File: config.mk
export PLATFORM = sky130hd
export DESIGN_NAME = instr_fetch
export DESIGN_NICKNAME = d
export VERILOG_FILES = /design/src/rtl/instr_fetch.sv
export SDC_FILE = /design/constraint.sdc
export NUM_CORES = 1
export LEC_CHECK = 0
export ABC_AREA = 1
export CORE_MARGIN = 3
export CORE_UTILIZATION = 40
export DETAILED_ROUTE_END_ITERATION = 7
export GPL_TIMING_DRIVEN = 0
export PLACE_DENSITY_LB_ADDON = 0.1
export SLEW_MARGIN = 20
export SYNTH_ARGS = -nofsm -noshare
export SYNTH_HDL_FRONTEND = slang
export SYNTH_SLANG_ARGS = --single-unit
File: constraint.sdc
create_clock -name clk -period 2.7 [get_ports clk]
set_input_delay 0.27 -clock clk [delete_from_list [all_inputs] [get_ports clk]]
set_output_delay 0.27 -clock clk [all_outputs]
set_load 0.03 [all_outputs]
File: src/rtl/instr_fetch.sv
// instr_fetch: fetch stage of the 8-bit processor.
// Holds the program counter, fetches one instruction word at a time from
// instruction memory over a req/ack handshake, and presents it downstream
// together with its opcode until it is consumed.
// Optional feature macro: IFETCH_ILLEGAL_HALT_EN (halt after an illegal
// instruction has been consumed; leave only via rst).
//
// Handshake semantics:
//   Memory side: imem_req is high in every FETCH cycle with imem_addr=pc.
//   A transfer happens on a rising edge where imem_req=1 and imem_ack=1;
//   the memory may ack in the same cycle req rises, and may see req drop
//   without an ack when rst is asserted. imem_ack outside FETCH is ignored.
//   Downstream side: instr/opcode are offered while instr_valid=1. The
//   instruction is consumed on a rising edge with instr_valid=1 and
//   stall=0; stall has no effect while instr_valid=0.
module instr_fetch #(
  parameter int                  PC_WIDTH = 8,
  parameter logic [PC_WIDTH-1:0] RESET_PC = '0
) (
  input  logic                clk,
  input  logic                rst,
  output logic                imem_req,
  output logic [PC_WIDTH-1:0] imem_addr,
  input  logic                imem_ack,
  input  logic [7:0]          imem_data,
  input  logic                stall,
  output logic [7:0]          instr,
  output logic [2:0]          opcode,
  output logic                instr_valid,
  output logic [PC_WIDTH-1:0] pc,
  output logic                illegal,
  output logic [1:0]          state_dbg
);

  localparam logic [1:0] ST_FETCH = 2'd0;
  localparam logic [1:0] ST_ISSUE = 2'd1;
`ifdef IFETCH_ILLEGAL_HALT_EN
  localparam logic [1:0] ST_HALT  = 2'd2;
`endif

  logic [1:0]          state_q, state_d;
  logic [PC_WIDTH-1:0] pc_q, pc_d;
  logic [7:0]          instr_q, instr_d;
  logic                illegal_op;

  // Opcodes 001, 010 and 011 are not defined for this processor.
  always_comb begin
    illegal_op = (instr_q[7:5] == 3'b001) ||
                 (instr_q[7:5] == 3'b010) ||
                 (instr_q[7:5] == 3'b011);
  end

  // Next-state, next-pc and instruction-capture logic.
  always_comb begin
    state_d = state_q;
    pc_d    = pc_q;
    instr_d = instr_q;
    case (state_q)
      ST_FETCH: begin
        if (imem_ack) begin
          instr_d = imem_data;
          pc_d    = pc_q + PC_WIDTH'(1);  // wraps modulo 2^PC_WIDTH
          state_d = ST_ISSUE;
        end
      end
      ST_ISSUE: begin
        if (!stall) begin
`ifdef IFETCH_ILLEGAL_HALT_EN
          state_d = illegal_op ? ST_HALT : ST_FETCH;
`else
          state_d = ST_FETCH;
`endif
        end
      end
`ifdef IFETCH_ILLEGAL_HALT_EN
      ST_HALT: begin
        state_d = ST_HALT;  // frozen until rst
      end
`endif
      default: begin
        state_d = ST_FETCH;
      end
    endcase
  end

  // State registers with asynchronous reset.
  always_ff @(posedge clk or posedge rst) begin
    if (rst) begin
      state_q <= ST_FETCH;
      pc_q    <= RESET_PC;
      instr_q <= 8'h00;
    end else begin
      state_q <= state_d;
      pc_q    <= pc_d;
      instr_q <= instr_d;
    end
  end

  // Output decode; req is masked during reset so an outstanding request
  // is dropped immediately.
  always_comb begin
    imem_req    = (state_q == ST_FETCH) && !rst;
    imem_addr   = pc_q;
    instr       = instr_q;
    opcode      = instr_q[7:5];
    instr_valid = (state_q == ST_ISSUE);
    illegal     = (state_q == ST_ISSUE) && illegal_op;
    pc          = pc_q;
    state_dbg   = state_q;
  end

endmodule

; ---- Word-level counts from Yosys, hierarchy flattened
; Cells that the tools add are included.
[totals]
input_bits = 12
mem_count = 0
word_cells = 21
reg_bits = 18
latchBits = 0
ramBits = 0
output_inout_bits = 32
romBits = 0
[op_classes]
mul = 0
n_eq_ne = 6
n_addsub = 1
shifts = 0
mux = 3
magnitude_cmp = 0
div = 0
n_reduce_logical = 8
bitwise_logic = 0
[ops]
columns = operator, count
row1 = adder 8 x 1 -> 8 bit (second input constant), 1
row2 = == test 3 x 2 -> 1 bit (second input constant), 2
row3 = two-way mux 2 bit, 2
row4 = != test 2 bit (second input constant), 2
row5 = one-hot mux 2 bit (2 select lines), 1
row6 = AND reduction 2 bit, 2
row7 = == test 3 x 1 -> 1 bit (second input constant), 1
row8 = == test 2 x 1 -> 1 bit (second input constant), 1
row9 = logical AND 1 bit, 2
row10 = zero test 2 bit, 1
row11 = logical OR 1 bit, 2
row12 = zero test 1 bit, 1

; ---- Longest topological paths before layout
; Gate-level depths: netlist of run 1.
[depth]
ltp_word = 4
depth_mapped = 7
depth_no_buf = 7

; ---- Worst setup path before layout of run 1
; Ideal clock, no wire load.
[synth_path]
kind = reg-to-output
start = register state_q[0] (netlist: state_dbg[0])
end = output port illegal
t_required_ns = 2.430
path_buffers = 0
t_arrival_ns = 1.380
setup_slack_ns = 1.050
path_stages_with_launch = 3
path_cell_list = dfrtp_1 > inv_2 > nor3_1
[synth_via]
elab_chain_len = 2
[synth_rtl]
columns = item, line
row1 = start: declaration, 41  ; logic [1:0] state_q, state_d;
row2 = start signal: assignment, 93  ; state_q <= state_d;
row3 = == test 2 x 1 -> 1 bit, 107  ; illegal = (state_q == ST_ISSUE) && illegal_op;
row4 = logical AND 1 bit, 107
row5 = end: declaration, 31  ; output logic illegal,
; No other way between the ends.

; ---- Worst setup path after layout of run 1
; Same ends and word-level chain as after synthesis.

==> flow_summary_export.csv, run 1 <==
group,metric,value,unit
run_status,status,"completed",
timing,fin_skew,0.003876,ns
logic_synthesis,ys_warn_count,0,
timing,timing.final.crit_share,74.13,%
drt,vias,764,
clock_tree,cts_buffer_depth,2,
timing,worst_pin_slew,0.6187,ns
place,dp.cells,172,
die,fp.dieArea,2748,µm²
die,die_w,52.43,µm
drt,post-route-drc-count,0,
clock_tree,worstSkewPairLatency,0.30,ns
critical_path,cp-start-kind,"register",
global_route,grt_max_degree,18,
drt,vias_per_cell,4.341,
logic_synthesis,syn_inst,103,
logic_synthesis,netlist_area,862.1,µm²
pwr,total_power,1212,µW
clock_tree,clkTransAtPathRegs,0.09,ns
critical_path,worst_ep_arrival_time,1.73,ns
timing,hold_viol_final,0,
critical_path,path_class,"register to primary output",
die,die_y,52.43,µm
final_layout,antenna_cells,0,
clock_tree,cts_buffers,3,
die,core_area,2002,µm²
logic_synthesis,ys_types,16,
logic_synthesis,postSynthNetCount,116,
final_layout,drive_gt1_share,15.44,%
die,io_pins,44,
clock_tree,cts_tree,"yes",
final_layout,fin_cells,176,
timing,maxSlewHeadroom,58.71,%
clock_tree,postCtsSetupBuffers,0,
clock_tree,cts_root_buf,"clkbuf_4",
die,rows,16,
logic_synthesis,synth-simple-area-share,27.14,%
flow_run,max-cap-violations,0,
logic_synthesis,ys_ff_latch,17,
timing,maxSlewViolCount,0,
place,place_congestion,0.7218,
global_route,grt-ovfl-total,0,
min_path,hold_class,"primary input to asynchronous set/reset pin",
global_route,antenna_found_initial,0,
drt,wl_per_cell,10.54,µm
global_route,grt_use_total,16.30,%
final_layout,area_growth,55.73,%
place,portBuffers,42,
logic_synthesis,ys_seq_area_share,49.35,%
logic_synthesis,avgSynthCellArea,8.370,µm²
global_route,grt_pass1_wl,3146,µm
clock_tree,cts.repair.resized,0,
timing,tns,0,ns
logic_synthesis,synth-compound-area-share,0.5806,%
pwr,power.leakage,0.0006782,µW
critical_path,worstSetupEndpointType,"primary output",
timing,grt_setup_unrepaired,"no",
timing,setup_viol,0,
critical_path,worstPathRequired,2.43,ns
timing,fin_hold_ws,0.3830,ns
drt,drt-initial-drc-count,7,
logic_synthesis,synth_top_family_by_area,"simple AND/OR/NAND/NOR gates",
drt,totalWireLength,1855,µm
pwr,power.density,902.5,nW/µm²
logic_synthesis,synthAdderAreaFrac,1.451,%
final_layout,nets,163,
final_layout,postLayoutCoreUtil,67.06,%
clock_tree,holdBufCountCts,0,
critical_path,crit_fanout,6,
global_route,grt_pass1_vias,753,
clock_tree,cts_htree_levels,1,
drt,first_pass_iters,4,
drt,ant_nets,0,
clock_tree,cts.sinks,17,
die,start_util,43.06,%
timing,period_needed,2.001,ns
pwr,vdd_drop_max,0.5312,mV
logic_synthesis,synth_xor_area_share,4.064,%
timing,fmax,0.4996,GHz
logic_synthesis,muxShareOfSynthArea,0,%
place,dp_hpwl,1424,µm
==> report_power, final <==
| part | switching, µW | internal, µW | leakage [µW] |
|---|---|---|---|
| registers | 76.0 | 318 | 0.000209 |
| logic | 367 | 314 | 0.000455 |
| clock network | 77.8 | 57.6 | 0.0000150 |
| total | 521 | 690 | 0.000678 |
==> metrics by stage <==
stage	setup slack [ns]	cell area [µm²]
2_1_floorplan	1.050	862.1
3_3_place_gp	0.9886	1316
3_5_place_dp	0.9698	1316
4_1_cts	0.6708	1343
5_1_grt	0.5680	1343
6_report	0.6986	1343
==> final cells by class <==
| cell class | count | area, µm² |
|---|---|---|
| buffer | 14 | 105.1 |
| clock buffer | 4 | 26.28 |
| fill | 183 | 659.4 |
| inverter | 11 | 41.29 |
| multi-input combinational | 61 | 290.3 |
| sequential | 17 | 425.4 |
| tap | 27 | 33.78 |
| timing repair buffer | 42 | 420.4 |
==> cell usage after synthesis <==
library cell | number | area share [%]
buf_4 | 14 | 12
conb_1 | 1 | 0.43
dfrtp_1 | 17 | 49
ha_1 | 1 | 1.5
inv_1 | 9 | 3.9
inv_2 | 2 | 0.87
nand2_1 | 42 | 18
nand2_4 | 1 | 1.3
nand3_1 | 4 | 2.3
nor2_1 | 3 | 1.3
nor2_2 | 1 | 0.73
nor2_4 | 2 | 2.6
nor3_1 | 1 | 0.58
o21ai_0 | 1 | 0.58
xnor2_1 | 3 | 3.0
xor2_1 | 1 | 1.0
==> cells by family (layout without fill, tap and decap cells) <==
group / Yosys count / in the layout
compound gates: 1 / 1
xor+xnor: 4 / 4
fa+ha+maj: 1 / 1
buf+inv: 25 / 71
flops: 17 / 17
other cells: 1 / 1
simple gates: 54 / 54
==> critical path, stage by stage, from the launching register on <==
cell and delay (ns):
dfrtp_1 0.48, inv_2 0.07, nor3_1 0.17, clkdlybuf4s50_1 0.71
==> registers in the layout, indices dropped and copies added, names as in the netlist <==
register and count:
instr 8, state_dbg 1, imem_addr 8
==> final timing paths <==
path	start	to	slack, ns	cells past startpoint
setup / recovery	state_dbg[0]	illegal	0.70	3
hold / removal	rst	instr[7]	0.38	2
hold reg to reg	instr[3]	instr[3]	0.48	2
min in group clk	instr[3]	instr[3]	0.48	2
max in group asynchronous	rst	instr[2]	1.92	2
setup reg to reg	state_dbg[0]	imem_addr[7]	1.48	6
==> per-layer routing <==
metal | global-route usage [%] | vias up | wire length (µm) | part of all wire, %
met2 | 26.65 | 35 | 865 | 47
met3 | 5.983 | 5 | 179 | 9.6
met5 | 0 | - | 0 | 0
met1 | 17.59 | 338 | 764 | 41
li1 | - | 386 | - | -
met4 | 10.21 | 0 | 44 | 2.4
==> cell usage in the layout (no fill, tap or decap) <==
cell,Yosys,final
nand2_1,42,42
ha_1,1,1
buf_4,14,14
xor2_1,1,1
dfrtp_1,17,17
nor2_4,2,2
o21ai_0,1,1
nor2_2,1,1
inv_2,2,2
nor3_1,1,1
clkbuf_1,0,1
nand3_1,4,4
clkbuf_4,0,3
inv_1,9,9
clkdlybuf4s50_1,0,42
nor2_1,3,3
nand2_4,1,1
xnor2_1,3,3
conb_1,1,1
No activity file was read; power rests on OpenSTA's default activity.
==> run 2, diff against run 1 <==
--- a/config.mk
+++ b/config.mk
@@ -7,7 +7,7 @@
 export LEC_CHECK = 0
 export ABC_AREA = 1
 export CORE_MARGIN = 3
-export CORE_UTILIZATION = 40
+export CORE_UTILIZATION = 35
 export DETAILED_ROUTE_END_ITERATION = 7
 export GPL_TIMING_DRIVEN = 0
 export PLACE_DENSITY_LB_ADDON = 0.1
==> constraint.sdc (replaced) <==
create_clock -name clk -period 1.83 [get_ports clk]
set_input_delay 0.183 -clock clk [delete_from_list [all_inputs] [get_ports clk]]
set_output_delay 0.183 -clock clk [all_outputs]
set_load 0.03 [all_outputs]
==> flow_summary_export.csv, run 2 (same netlist as run 1, synthesis figures left out) <==
group,metric,value,unit
run_status,status,"completed",
drt,first_pass_iters,3,
drt,vias_per_cell,4.271,
pwr,power.internal,1011,µW
drt,totalWireLength,1799,µm
critical_path,max_stage_delay,0.65,ns
place,portBuffers,42,
timing,tns,0,ns
clock_tree,worstSkewPairLatency,0.29,ns
final_layout,final_cell_mix,"42 x nand2_1, 41 x clkdlybuf4s50_1, 17 x dfrtp_1, 14 x buf_4, 9 x inv_1",
clock_tree,cts_root_buf,"clkbuf_4",
place,dp.cells,173,
final_layout,nets,163,
critical_path,r2r-end,"imem_addr[7]",
global_route,antenna_found_initial,0,
pwr,p_sw,768.9,µW
clock_tree,clkTransAtPathRegs,0.10,ns
die,fp.dieArea,3095,µm²
timing,grt_setup_unrepaired,"no",
critical_path,timing.reg2reg.setup_slack,0.62,ns
global_route,grt_pass1_vias,706,
timing,period_needed,1.759,ns
pwr,power.leakage,0.0006846,µW
pwr,total_power,1780,µW
critical_path,crit_fanout,6,
final_layout,fin_cells,177,
pwr,combPwrFrac,56.2,%
timing,setup_viol,0,
critical_path,critPathSlowestCell,"clkdlybuf4s50_1",
clock_tree,cts_buffer_depth,2,
final_layout,antenna_cells,0,
clock_tree,cts.sinks,17,
timing,worst_pin_slew,0.6242,ns
die,die_y,55.63,µm
drt,vias,756,
critical_path,worst-path-buf-inv,2,
place,place_congestion,0.6870,
final_layout,seq_area,425.4,µm²
critical_path,worstSetupEndpointType,"primary output",
timing,timing.final.crit_share,96.15,%
timing,maxSlewHeadroom,58.34,%
pwr,vdd_drop_max,0.7837,mV
die,start_util,37.88,%
timing,hold_viol_final,0,
die,rows,17,
place,dp_hpwl,1390,µm
drt,post-route-drc-count,0,
final_layout,area_growth,55.88,%
timing,fmax,0.5684,GHz
critical_path,cp-start-kind,"register",
clock_tree,cts_tree,"yes",
drt,drt-initial-drc-count,5,
drt,wl_per_cell,10.16,µm
pwr,power_frac_seq,32.7,%
final_layout,final_common_cell,"nand2_1",
critical_path,crit_cells,2,
flow_run,max-cap-violations,0,
critical_path,crit_chain,"buf_4, clkdlybuf4s50_1",
critical_path,worstPathRequired,1.65,ns
pwr,swShare,43.20,%
clock_tree,cts_buffers,3,
die,io_pins,44,
global_route,grt-ovfl-total,0,
global_route,grt_max_degree,18,
critical_path,path_delay_family,"buffers and inverters",
timing,fin_skew,0.001169,ns
final_layout,fill_cells,223,
critical_path,worstReg2RegStart,"state_dbg[0]",
min_path,hold_class,"primary input to asynchronous set/reset pin",
timing,fin_hold_ws,0.3005,ns
critical_path,r2r_cells,6,
clock_tree,cts.repair.resized,1,
die,core_area,2276,µm²
global_route,grt_use_total,12.01,%
critical_path,path_class,"register to primary output",
global_route,grt_pass1_wl,3036,µm
timing,maxSlewViolCount,0,
clock_tree,holdBufCountCts,0,
clock_tree,postCtsSetupBuffers,0,
final_layout,drive_gt1_share,16.11,%
clock_tree,cts_htree_levels,1,
drt,ant_nets,0,
final_layout,multi_input_area,290.3,µm²
critical_path,worst_ep_arrival_time,1.58,ns
die,die_w,55.63,µm
pwr,power.density,1324,nW/µm²
pwr,p_clk_share,11.1,%
[run 2: worst max path at each step]
stage	start	end	slack [ns]
6_report	state_dbg[0]	state_dbg[0]	0.07
5_1_grt	state_dbg[0]	state_dbg[0]	0.002
4_1_cts	state_dbg[0]	state_dbg[0]	0.05
3_5_place_dp	state_dbg[0]	illegal	0.22
3_3_place_gp	state_dbg[0]	illegal	0.26
2_1_floorplan	state_dbg[0]	illegal	0.27
[run 2: power by group through the flow]
stage	clock network [µW]	registers (µW)	logic, µW
floorplan	0	762	430
detailed placement	0	591	1020
global route	224	604	1060
finish	198	582	1000
CTS	210	584	1020
global placement	0	584	1000
[run 2: per-stage QoR]
step	cell area (µm²)	worst slack [ns]	util, %
2_1_floorplan	862.1	0.2673	-
3_3_place_gp	1318	0.2611	57.89
3_5_place_dp	1318	0.2213	57.89
4_1_cts	1344	0.04812	59.04
5_1_grt	1344	0.001875	59.04
6_report	1344	0.07052	59.04
[run 2: final cells by class]
cell class / instances / area share [%]
Clock inverter: 1 / 0.3724
Clock buffer: 3 / 1.676
Tap cell: 28 / 2.607
Multi-Input combinational cell: 61 / 21.60
Sequential cell: 17 / 31.66
Timing Repair Buffer: 42 / 31.19
Buffer: 14 / 7.821
Inverter: 11 / 3.073
[run 2: per-layer routing]
| metal | track usage, % | routed length, µm | vias to the layer above |
|---|---|---|---|
| met5 | 0 | 0 | - |
| met4 | 4.167 | 19 | 0 |
| met3 | 3.248 | 123 | 2 |
| met2 | 20.44 | 844 | 27 |
| met1 | 14.54 | 812 | 342 |
| li1 | - | - | 385 |
[run 2: worst register-to-register path, stage by stage, from the launching register on]
cell and delay, ns:
dfrtp_1 0.47, nor2_4 0.30, nand2_4 0.08, nor2_4 0.10
nand2_1 0.06, nand2_1 0.06, nand2_1 0.05
